==> src/rtl/mips_mem_pkg.sv <==
// rtl/mips_mem_pkg.sv - store opcodes, error codes, FSM states and byte-count helpers
package mips_mem_pkg;

  localparam logic [5:0] OP_SB = 6'h28;
  localparam logic [5:0] OP_SH = 6'h29;
  localparam logic [5:0] OP_SW = 6'h2B;

  localparam logic [1:0] ERR_OK       = 2'b00;
  localparam logic [1:0] ERR_MISALIGN = 2'b01;
  localparam logic [1:0] ERR_ILLEGAL  = 2'b10;

  typedef enum logic [1:0] {
    ST_IDLE = 2'd0,
    ST_XFER = 2'd1,
    ST_FLAG = 2'd2
  } state_t;

  // Zero marks an opcode that is not a store.
  function automatic logic [2:0] byte_count(input logic [5:0] op);
    case (op)
      OP_SB:   byte_count = 3'd1;
      OP_SH:   byte_count = 3'd2;
      OP_SW:   byte_count = 3'd4;
      default: byte_count = 3'd0;
    endcase
  endfunction

  function automatic logic is_aligned(input logic [5:0] op, input logic [1:0] addr_lo);
    case (op)
      OP_SH:   is_aligned = (addr_lo[0] == 1'b0);
      OP_SW:   is_aligned = (addr_lo == 2'b00);
      default: is_aligned = 1'b1;
    endcase
  endfunction

endpackage

==> src/rtl/store_lane_select.sv <==
// rtl/store_lane_select.sv - picks the big-endian byte of a store for a given byte index
module store_lane_select (
  input  logic [31:0] data,
  input  logic [2:0]  count,
  input  logic [1:0]  index,
  output logic [7:0]  lane
);

  // The most significant byte of the stored width goes out first.
  always_comb begin
    lane = data[7:0];
    case (count)
      3'd4: begin
        case (index)
          2'd0:    lane = data[31:24];
          2'd1:    lane = data[23:16];
          2'd2:    lane = data[15:8];
          default: lane = data[7:0];
        endcase
      end
      3'd2:    lane = index[0] ? data[7:0] : data[15:8];
      default: lane = data[7:0];
    endcase
  end

endmodule

==> src/rtl/mem_store_serializer.sv <==
// rtl/mem_store_serializer.sv - serializes sb/sh/sw stores onto a byte-wide req/ack write bus
module mem_store_serializer
  import mips_mem_pkg::*;
#(
  parameter int ADDR_W = 32
) (
  input  logic              clk,
  input  logic              rst_n,
  input  logic              st_valid,
  output logic              st_ready,
  input  logic [5:0]        st_opcode,
  input  logic [ADDR_W-1:0] st_addr,
  input  logic [31:0]       st_data,
  output logic              mem_req,
  output logic [ADDR_W-1:0] mem_addr,
  output logic [7:0]        mem_wdata,
  input  logic              mem_ack,
  output logic              busy,
  output logic              done,
  output logic [1:0]        err
);

  state_t              state_q, state_d;
  logic [5:0]          op_q, op_d;
  logic [ADDR_W-1:0]   addr_q, addr_d;
  logic [31:0]         data_q, data_d;
  logic [1:0]          idx_q, idx_d;
  logic [1:0]          err_q, err_d;
  logic [2:0]          count;
  logic                last_byte;
  logic [7:0]          lane;

  assign count     = byte_count(op_q);
  assign last_byte = ({1'b0, idx_q} == (count - 3'd1));

  store_lane_select u_lane (
    .data  (data_q),
    .count (count),
    .index (idx_q),
    .lane  (lane)
  );

  always_ff @(posedge clk or negedge rst_n) begin
    if (!rst_n) begin
      state_q <= ST_IDLE;
      op_q    <= '0;
      addr_q  <= '0;
      data_q  <= '0;
      idx_q   <= '0;
      err_q   <= ERR_OK;
    end else begin
      state_q <= state_d;
      op_q    <= op_d;
      addr_q  <= addr_d;
      data_q  <= data_d;
      idx_q   <= idx_d;
      err_q   <= err_d;
    end
  end

  always_comb begin
    state_d   = state_q;
    op_d      = op_q;
    addr_d    = addr_q;
    data_d    = data_q;
    idx_d     = idx_q;
    err_d     = err_q;
    st_ready  = 1'b0;
    mem_req   = 1'b0;
    mem_addr  = '0;
    mem_wdata = '0;
    busy      = 1'b1;
    done      = 1'b0;
    err       = ERR_OK;

    case (state_q)
      ST_IDLE: begin
        st_ready = 1'b1;
        busy     = 1'b0;
        if (st_valid) begin
          op_d   = st_opcode;
          addr_d = st_addr;
          data_d = st_data;
          idx_d  = 2'd0;
          // An unknown opcode is reported even if its address is also misaligned.
          if (byte_count(st_opcode) == 3'd0) begin
            err_d   = ERR_ILLEGAL;
            state_d = ST_FLAG;
          end else if (!is_aligned(st_opcode, st_addr[1:0])) begin
            err_d   = ERR_MISALIGN;
            state_d = ST_FLAG;
          end else begin
            err_d   = ERR_OK;
            state_d = ST_XFER;
          end
        end
      end

      ST_XFER: begin
        mem_req   = 1'b1;
        // Aligned bases have zero low bits, so OR-ing the index never carries.
        mem_addr  = addr_q | {{(ADDR_W-2){1'b0}}, idx_q};
        mem_wdata = lane;
        if (mem_ack) begin
          if (last_byte) begin
            idx_d   = 2'd0;
            err_d   = ERR_OK;
            state_d = ST_FLAG;
          end else begin
            idx_d = idx_q + 2'd1;
          end
        end
      end

      ST_FLAG: begin
        done    = 1'b1;
        err     = err_q;
        state_d = ST_IDLE;
      end

      default: state_d = ST_IDLE;
    endcase
  end

endmodule

==> config.mk <==
export PLATFORM = sky130hd
export DESIGN_NAME = mem_store_serializer
export DESIGN_NICKNAME = d
export VERILOG_FILES = /design/src/rtl/mips_mem_pkg.sv /design/src/rtl/store_lane_select.sv /design/src/rtl/mem_store_serializer.sv
export SDC_FILE = /design/constraint.sdc
export NUM_CORES = 1
export LEC_CHECK = 0
export CORE_UTILIZATION = 42
export DETAILED_ROUTE_END_ITERATION = 12
export MAX_ROUTING_LAYER = met4
export PLACE_DENSITY_LB_ADDON = 0.2
export SYNTH_ARGS = -nofsm -noshare
export SYNTH_HDL_FRONTEND = slang
export SYNTH_HIERARCHICAL = 1
export SYNTH_SLANG_ARGS = --single-unit
export TNS_END_PERCENT = 1
==> constraint.sdc <==
create_clock -name clk -period 2.2 [get_ports clk]
set_input_delay 0.33 -clock clk [delete_from_list [all_inputs] [get_ports clk]]
set_output_delay 0.33 -clock clk [all_outputs]
set_load 0.02 [all_outputs]
==> impl_metrics.csv <==
group,metric,value,unit
die,ios,120,
timing,max-slew-margin-rel,65.6,%
pwr,p_sw,0.00100,W
clocking,h-tree-depth,3,
timing,whs,0.455,ns
logic_synthesis,ys_seq_area_share,49.4,%
global_route,grt_max_degree,47,
clocking,clk_pin_slew,0.08,ns
placed_design,place_area,5410,um2
timing,final-hold-violation-count,0,
cells_and_area,n_antenna_cell,0,
critical_path,cp_slowest_cell,"dfrtp_1",
logic_synthesis,synth.largest_area_cell,"dfrtp_1",
cells_and_area,finish.utilization,65.1,%
die,initial_core_util,43.7,%
cells_and_area,synthToLayoutAreaGrowth,49.0,%
logic_synthesis,syn_area,3850,um2
placed_design,globalplace.congestion,0.813,
global_route,grt-ovfl-total,0,
timing,fin_worst_skew,0.0111,ns
pwr,p_per_area,718,nW/um2
job,maxCapViolations,0,
critical_path,critPathKind,"reg -> out",
critical_path,crit_family,"simple AND/OR/NAND/NOR gates",
die,coreArea,8810,um2
pwr,peakVddDrop,338,uV
critical_path,cp.buffers_inverters,4,
timing,finalCritPeriodShare,128,%
timing,max_freq,0.356,GHz
drt,vias,2892,
drt,wl,9030,um
global_route,grt_use_total,20.6,%
pwr,p_comb_share,24.2,%
pwr,p_sw_share,24.3,%
logic_synthesis,netlist_instances,288,
cells_and_area,design_area,5730,um2
global_route,antenna_found_initial,0,
logic_synthesis,yosysWarnings,6,
critical_path,endpoint_kind,"primary output",
cells_and_area,final_common_cell,"clkdlybuf4s50_1",
placed_design,numPortBuffers,119,
die,dieWidth,97.7,um
clocking,cts-root-buf,"clkbuf_8",
critical_path,cpPeakStageDelay,0.40,ns
drt,viasPerCell,5.16,
hold_path,hp-class,"in -> async",
status,status,"finished, violations left",
cells_and_area,fin_nets,522,
critical_path,cpMostUsedCell,"buf_6",
pwr,power,0.00412,W
logic_synthesis,synth.distinct_cells,41,
timing,fin_crit,2.81,ns
global_route,grt_pass1_wl,14900,um
status,violations,"DRC, setup timing",
pwr,power_frac_seq,43.7,%
timing,final.setup.worst_slack,-0.608,ns
logic_synthesis,synth-edff-count,0,
critical_path,required,1.87,ns
die,die_area,9550,um2
pwr,p_leak,2.63,nW
critical_path,crit_path_max_fanout,6,
timing,worstMarginPinSlew,0.513,ns
cells_and_area,drive_gt1_share,37.4,%
drt,initialDrtViolationCount,83,
logic_synthesis,async_flop_share,100,%
logic_synthesis,netlist_top_cells_area,"dfrtp_1, mux2_2, and2_1, mux4_2, a32o_1",
drt,drc,14,
clocking,clock-sinks,76,
die,rows,34,
critical_path,worstPathCellList,"buf_6, nand4bb_4, or3_4, inv_4, nor3b_4, buf_6, a32o_1, a211o_1, and2_1, buf_2",
timing,rsz0062_at_grt,"yes",
drt,wl_per_cell,16.1,um
placed_design,hpwl,6360,um
global_route,grt_pass1_vias,3013,
drt,antenna_left,0,
critical_path,arrival,2.48,ns
logic_synthesis,postSynthAreaPerCell,13.4,um2
cells_and_area,final_cell_mix,"clkdlybuf4s50_1, dfrtp_1, mux2_2",
critical_path,start_kind,"flop",
critical_path,r2r_setup_slack,-0.18,ns
pwr,intPower,0.00312,W
clocking,clock_path_buffers,2,
pwr,clkPwrFrac,32.2,%
logic_synthesis,yosysTopAreaCellShare,49.4,%
logic_synthesis,synth-seq-cells,76,
clocking,insertion_delay,0.35,ns
logic_synthesis,syn_nets,363,
placed_design,pre_cts_ws,-0.834,ns
drt,dr.pass1.iters,8,
timing,slew_violations,0,
die,die_h,97.7,um
logic_synthesis,ys.flop_type,"dfrtp_1",
clocking,cts_buffers,9,
clocking,tritoncts,"yes",
timing,setup_violations,14,
[metrics by stage]
step | TNS, ns | instances
global placement | -6.31 | 538
CTS | -5.99 | 560
global route | -7.58 | 560
finish | -5.53 | 560
detailed placement | -6.95 | 538
floorplan | 0 | 288
[layer usage]
| layer | vias up | GRT usage, % | wire [um] |
|---|---|---|---|
| li1 | 1357 | - | - |
| met1 | 1432 | 26.6 | 4070 |
| met2 | 92 | 31.6 | 4250 |
| met3 | 11 | 4.89 | 575 |
| met4 | 0 | 7.34 | 130 |
| met5 | - | - | 0 |
[worst paths after layout]
| kind | startpoint | endpoint | cells after the start |
|---|---|---|---|
| hold reg to reg | addr_q[23] | addr_q[23] | 1 |
| hold / removal | rst_n | op_q[3] | 2 |
| min in group clk | addr_q[23] | addr_q[23] | 1 |
| max in group asynchronous | rst_n | data_q[17] | 3 |
| setup / recovery | op_q[2] | mem_wdata[5] | 10 |
| setup reg to reg | op_q[2] | err_q[0] | 9 |
[power groups by stage]
stage	registers [W]	clock network [W]	logic [W]
global placement	0.00181	0	0.000961
finish	0.00180	0.00132	0.000995
floorplan	0.00180	0	0.000560
CTS	0.00180	0.00136	0.00100
detailed placement	0.00182	0	0.000983
global route	0.00183	0.00142	0.00108
[repair_timing]
item / in CTS / in global routing
pin swaps: 9 / 0
endpoints found under the hold margin: 30 / 0
buffers inserted: 5 / 0
hold buffers: 1 / 0
endpoints found under the setup margin: 46 / 19
gates resized for setup: 88 / 7
[registers in the layout (all words and copies together), names as in the netlist]
signal / flops
idx_q: 2
state_q: 2
addr_q: 32
op_q: 6
data_q: 32
err_q: 2
[logic make-up after synthesis]
group / share of synthesized area [%]
fa+ha+maj: 0.325
simple gates: 12.6
buf+inv: 3.71
compound gates: 8.26
xor+xnor: 0.228
flops: 49.4
mux: 25.4
[cells in the mapped netlist, types with 3 or more instances]
library cell,count
clkbuf_1,5
nor2_1,5
mux2_2,70
mux4_2,8
a211o_1,8
inv_1,8
o21ai_2,3
nor2b_1,3
and2_1,48
buf_6,8
dfrtp_1,76
nand2_1,3
a32o_1,9
[cell type report]
class,count,area [um2]
clock buffer,12,155
tap,108,135
sequential,76,1900
timing repair buffer,162,1560
fill,711,3070
clock inverter,4,95.1
inverter,8,32.5
multi-input combinational,190,1860
No activity file was read; power rests on OpenSTA's default activity.
